<file path="src/rtl/surf6_fwu_pingpong.sv">
// surf6_fwu_pingpong
// Sysclk-domain front end of the firmware-update path. Firmware words from the
// command decoder are steered into two half-buffers (half 0 = A, half 1 = B).
// Each half walks FREE -> FILLING -> BUSY -> FREE: the first accepted word opens
// it, a mark hands it to the PS, and a rising PS-complete edge releases it.
//
// Ports:
//   sysclk_i         system clock, every port is synchronous to it
//   rst_n_i          asynchronous active-low reset
//   fwu_dat_i        firmware word
//   fwu_valid_i      word strobe, one word per cycle
//   fwu_mark_i       one-cycle pulse: close the active half, hand it to the PS
//   fw_pscomplete_i  per-half PS-complete level, already in the sysclk domain
//   err_clr_i        clears the sticky error flags
//   buf_we_o         buffer write enable (registered)
//   buf_addr_o       buffer address {half, offset}
//   buf_dat_o        buffer write data
//   fw_wr_o          per-half pulse on the first write into a half
//   fw_mark_o        per-half mark pulse, aligned with a same-cycle word's write
//   fwu_ready_o      active half can accept a word
//   active_half_o    half currently being filled
//   half_busy_o      half is marked and awaiting PS completion
//   mark_len_o       word count of the most recently marked half
//   drop_err_o       sticky: a word was dropped
//   mark_err_o       sticky: a mark was ignored
module surf6_fwu_pingpong #(
  parameter int ADDR_BITS  = 11,
  parameter int DATA_WIDTH = 32
) (
  input  logic                  sysclk_i,
  input  logic                  rst_n_i,
  input  logic [DATA_WIDTH-1:0] fwu_dat_i,
  input  logic                  fwu_valid_i,
  input  logic                  fwu_mark_i,
  input  logic [1:0]            fw_pscomplete_i,
  input  logic                  err_clr_i,
  output logic                  buf_we_o,
  output logic [ADDR_BITS:0]    buf_addr_o,
  output logic [DATA_WIDTH-1:0] buf_dat_o,
  output logic [1:0]            fw_wr_o,
  output logic [1:0]            fw_mark_o,
  output logic                  fwu_ready_o,
  output logic                  active_half_o,
  output logic [1:0]            half_busy_o,
  output logic [ADDR_BITS:0]    mark_len_o,
  output logic                  drop_err_o,
  output logic                  mark_err_o
);

  typedef enum logic [1:0] {
    FREE    = 2'd0,
    FILLING = 2'd1,
    BUSY    = 2'd2
  } half_state_t;

  half_state_t state_q [2];
  half_state_t state_d [2];
  logic                  active_q, active_d;
  logic [ADDR_BITS:0]    offset_q, offset_d;
  logic [1:0]            ps_prev_q;

  logic                  we_d;
  logic [ADDR_BITS:0]    addr_d;
  logic [DATA_WIDTH-1:0] dat_d;
  logic [1:0]            fw_wr_d, fw_mark_d;
  logic [ADDR_BITS:0]    mark_len_d;
  logic                  drop_err_d, mark_err_d;

  half_state_t           cur_state;
  logic                  full, accept, drop, mark_ok;
  logic [ADDR_BITS:0]    count;
  logic [1:0]            ps_rise;

  // The offset saturates at exactly 2^ADDR_BITS, so its top bit alone means
  // the active half is full.
  assign cur_state = state_q[active_q];
  assign full      = offset_q[ADDR_BITS];
  assign accept    = fwu_valid_i && (cur_state != BUSY) && !full;
  assign drop      = fwu_valid_i && !accept;
  // A mark on an empty half is still good when a word lands in it the same
  // cycle; that word is written first and counted in the mark length.
  assign mark_ok   = fwu_mark_i &&
                     ((cur_state == FILLING) || ((cur_state == FREE) && accept));
  assign count     = offset_q + {{ADDR_BITS{1'b0}}, accept};
  // Only a fresh 0->1 edge releases a half; a level already high on entry to
  // BUSY is a stale completion of the previous hand-off.
  assign ps_rise   = fw_pscomplete_i & ~ps_prev_q;

  // Next-state and registered-output logic for both halves and the write path.
  always_comb begin
    for (int h = 0; h < 2; h++) begin
      state_d[h] = state_q[h];
      if ((state_q[h] == BUSY) && ps_rise[h]) state_d[h] = FREE;
    end
    active_d   = active_q;
    offset_d   = offset_q;
    we_d       = accept;
    addr_d     = buf_addr_o;
    dat_d      = buf_dat_o;
    fw_wr_d    = 2'b00;
    fw_mark_d  = 2'b00;
    mark_len_d = mark_len_o;

    if (accept) begin
      addr_d = {active_q, offset_q[ADDR_BITS-1:0]};
      dat_d  = fwu_dat_i;
      if (cur_state == FREE) begin
        fw_wr_d[active_q]  = 1'b1;
        state_d[active_q]  = FILLING;
      end
    end

    if (mark_ok) begin
      state_d[active_q]   = BUSY;
      fw_mark_d[active_q] = 1'b1;
      mark_len_d          = count;
      active_d            = ~active_q;
      offset_d            = '0;
    end else if (accept) begin
      offset_d = count;
    end

    // Set beats clear when both happen in the same cycle.
    if (drop)                       drop_err_d = 1'b1;
    else if (err_clr_i)             drop_err_d = 1'b0;
    else                            drop_err_d = drop_err_o;
    if (fwu_mark_i && !mark_ok)     mark_err_d = 1'b1;
    else if (err_clr_i)             mark_err_d = 1'b0;
    else                            mark_err_d = mark_err_o;
  end

  // State and output registers.
  always_ff @(posedge sysclk_i or negedge rst_n_i) begin
    if (!rst_n_i) begin
      state_q[0] <= FREE;
      state_q[1] <= FREE;
      active_q   <= 1'b0;
      offset_q   <= '0;
      ps_prev_q  <= 2'b00;
      buf_we_o   <= 1'b0;
      buf_addr_o <= '0;
      buf_dat_o  <= '0;
      fw_wr_o    <= 2'b00;
      fw_mark_o  <= 2'b00;
      mark_len_o <= '0;
      drop_err_o <= 1'b0;
      mark_err_o <= 1'b0;
    end else begin
      state_q[0] <= state_d[0];
      state_q[1] <= state_d[1];
      active_q   <= active_d;
      offset_q   <= offset_d;
      ps_prev_q  <= fw_pscomplete_i;
      buf_we_o   <= we_d;
      buf_addr_o <= addr_d;
      buf_dat_o  <= dat_d;
      fw_wr_o    <= fw_wr_d;
      fw_mark_o  <= fw_mark_d;
      mark_len_o <= mark_len_d;
      drop_err_o <= drop_err_d;
      mark_err_o <= mark_err_d;
    end
  end

  assign active_half_o  = active_q;
  assign half_busy_o[0] = (state_q[0] == BUSY);
  assign half_busy_o[1] = (state_q[1] == BUSY);
  // Gated with reset so that every output, ready included, reads 0 while
  // reset is held even though the cleared state would otherwise mean ready.
  assign fwu_ready_o    = rst_n_i && (cur_state != BUSY) && !full;

endmodule
</file>
<file path="config.mk">
export PLATFORM = sky130hd
export DESIGN_NAME = surf6_fwu_pingpong
export DESIGN_NICKNAME = d
export VERILOG_FILES = /design/src/rtl/surf6_fwu_pingpong.sv
export SDC_FILE = /design/constraint.sdc
export NUM_CORES = 1
export LEC_CHECK = 0
export ABC_AREA = 1
export BUFFER_PORTS_ARGS = -buffer_cell sky130_fd_sc_hd__buf_2
export CORE_ASPECT_RATIO = 1.25
export CORE_UTILIZATION = 45
export DETAILED_ROUTE_END_ITERATION = 10
export MAX_ROUTING_LAYER = met4
export PLACE_DENSITY = 0.75
export SETUP_SLACK_MARGIN = 0.2
export SLEW_MARGIN = 20
export SYNTH_ARGS = -nofsm -noshare
export SYNTH_HDL_FRONTEND = slang
export SYNTH_SLANG_ARGS = --single-unit
</file>
<file path="constraint.sdc">
create_clock -name sysclk_i -period 2.09 [get_ports sysclk_i]
set_clock_uncertainty 0.1 [all_clocks]
set_input_delay 0.3135 -clock sysclk_i [delete_from_list [all_inputs] [get_ports sysclk_i]]
set_output_delay 0.3135 -clock sysclk_i [all_outputs]
set_load 0.005 [all_outputs]
</file>
==> reports/metrics.csv <==
metric,value,unit
crit start category,register,
IO Pins,106,
Max rail drop VDD,0.6512,mV
IO buf count,105,
Max-Cap Viols,0,
Routed Antenna Nets,0,
clk_lat worst skew,0.35,ns
"Slowest-stage cell, CP",dfrtp_2,
adder-cell share of the synthesized area,0.7508,%
synth top area cells,"dfrtp_1, nand2_1, inv_1",
Worst setup EP type,primary output,
GRT Util Overall,20.89,%
largest net degree at the start of global routing,83,
Initial Util,47.20,%
Simple-Gate Fraction of Synth Area,23.72,%
status,"complete, no violations",
critical path data arrival time,1.47,ns
required time worst endpoint,1.68,ns
Worst-path clk slew,0.09,ns
"Cell Area, Synth",3333,sq um
final worst path period share,90.21,%
"Seq/Total Area, Yosys",61.56,%
synth unique cells,25,
most numerous cell on the critical path,nand2_2,
Final Slew Violations,0,
average routed wire per standard cell,13.97,um
Pwr Density,1328,nW/um^2
synthesis-stage register bit count,82,
Final Total Pwr,5.866,mW
max-slew headroom at the worst pin,52.50,%
top-area cell type share of the netlist area,61.56,%
nets,524,
Crit Path Class,register to primary output,
vias per cell,4.888,
Ys Warns,0,
Cells after Synth,363,
initial antenna violation count,0,
Vias,2825,
CTS Buf Count,9,
DIE HEIGHT,98.23,um
first drt pass iteration count,5,
cell taking the most area after synthesis,dfrtp_1,
Compound-Gate Fraction of Synth Area,5.368,%
GRT Residual Overflow,0,
DPL Wire Length,5.033,mm
"commonest non-fill, non-tap cell in the layout",nand2_1,
first-pass GRT wire length,12.21,mm
Worst Tran Pin Value,0.7125,ns
main combinational cell family by area after synthesis,simple AND/OR/NAND/NOR gates,
pre-CTS WS,0.01599,ns
Final WS setup,0.2046,ns
layout cells sized above 1,33.40,%
clock root buffer,clkbuf_8,
endpoints failing setup,0,
Core ar.,7062,sq um
CTS sink count,82,
Fin Setup TNS,0,ns
fmax,530.4,MHz
H-tree depth,3,
Pleak,2.420,nW
Min Hold Slack,0.01880,ns
gp weighted congestion,0.8943,
mux share of post-synthesis cell area,0,%
CP peak stage delay,0.43,ns
"Net Count, Synth",404,
diode count,0,
Die ar.,7758,sq um
Crit path max-delay family,simple AND/OR/NAND/NOR gates,
crit path buf inv count,2,
CP max FO,7,
worst-path cell chain,inv_4 > nand2_2 > nand2_2 > nand2_4 > nand2_1 > nor2_2 > buf_2,
synthesis-to-finish area growth,32.55,%
Placed Instances,550,
final non-filler cell total,578,
Post-Route WL,8.072,mm
die width,78.98,um
TritonCTS clock tree,done,
most frequent cells in the layout,"nand2_1, buf_2, dfrtp_1",
Fillers,611,
fin crit period,1.885,ns
vias in the first global route,2666,
Post-Synth XOR/XNOR Area,2.365,%
DRT iter0 DRCs,198,
row count,34,
"Hold Vio Cnt, Final",0,
RSZ-0062 raised after global routing,true,
syn avg cell area,9.182,sq um
Hold Path Class,primary input to asynchronous set/reset pin,
DRC violations left,0,
clock buffer depth,2,
-- cells in the mapped netlist, drive strengths merged --
master / n
xor2: 9
nand3: 12
a21oi: 2
and2: 1
nand4: 2
nor2: 15
nor3: 4
inv: 32
o21ai: 25
clkbuf: 2
buf: 11
nand2: 154
ha: 2
nor3b: 2
nor4: 1
o22ai: 7
dfrtp: 82
-- metrics by stage --
step | instance area [sq um] | utilization [%]
final | 4418 | 62.56
after floorplan | 3353 | -
after detailed placement | 3938 | 55.76
after global placement | 3938 | 55.76
after CTS | 4238 | 60.01
after global routing | 4418 | 62.56
-- routing by layer --
metal / track usage (%) / vias up / part of all wire (%)
met5: - / - / 0
li1: - / 1365 / -
met3: 3.738 / 16 / 5.0
met1: 25.95 / 1339 / 44
met4: 8.252 / 0 / 2.1
met2: 33.69 / 105 / 49
-- path summary, 6_finish.rpt --
kind	startpoint	to	slack (ns)	cells past startpoint
max	active_half_o$_DFFE_PN0P_	fwu_ready_o	0.20	7
min reg2reg	buf_dat_o[6]$_DFFE_PN0P_	buf_dat_o[6]$_DFFE_PN0P_	0.38	2
max reg2reg	active_half_o$_DFFE_PN0P_	mark_len_o[6]$_DFFE_PN0P_	0.21	12
max in group asynchronous	rst_n_i	active_half_o$_DFFE_PN0P_	1.37	2
min	rst_n_i	buf_dat_o[30]$_DFFE_PN0P_	0.02	2
min in group sysclk_i	fwu_dat_i[27]	buf_dat_o[27]$_DFFE_PN0P_	0.05	3
-- state kept, by name, summed over array words and instances, names as in the netlist, 2 cells and up --
name,count
fw_mark_o,2
offset_q,12
buf_addr_o,12
mark_len_o,12
ps_prev_q,2
state_q,4
buf_dat_o,32
fw_wr_o,2
-- repair_timing --
| item | in CTS | in global routing |
|---|---|---|
| gates cloned | 0 | 0 |
| setup endpoints to repair | 15 | 23 |
| buffers inserted | 2 | 8 |
| gates resized for setup | 5 | 23 |
| hold buffers | 2 | 0 |
| endpoints found under the hold margin | 2 | 0 |
| pin swaps | 0 | 10 |
-- layout make-up --
type / count / area [sq um] / share of cell area [%]
Sequential cell: 82 / 2053 / 46.47
Inverter: 32 / 125.1 / 2.832
Tap cell: 90 / 112.6 / 2.549
Multi-Input combinational cell: 236 / 1191 / 26.96
Timing Repair Buffer: 122 / 684.4 / 15.49
Clock buffer: 10 / 137.6 / 3.115
Clock inverter: 6 / 113.9 / 2.577
-- kinds of logic (layout without fill, tap and decap cells) --
family | after synthesis | in the layout
adders and majority gates | 2 | 2
buffers and inverters | 45 | 170
xor gates and xnor gates | 9 | 9
AOI/OAI and AO/OA | 34 | 34
and+or+nand+nor | 191 | 191
DFF | 82 | 82
-- where the power goes --
part / leakage, nW / internal, mW / total (mW) / switching, mW
Clock: 0.119 / 0.828 / 1.40 / 0.576
Sequential: 1.06 / 2.06 / 2.37 / 0.305
Combinational: 1.24 / 0.875 / 2.10 / 1.22
Total: 2.42 / 3.76 / 5.87 / 2.10
(Power assumes the default switching activity.)
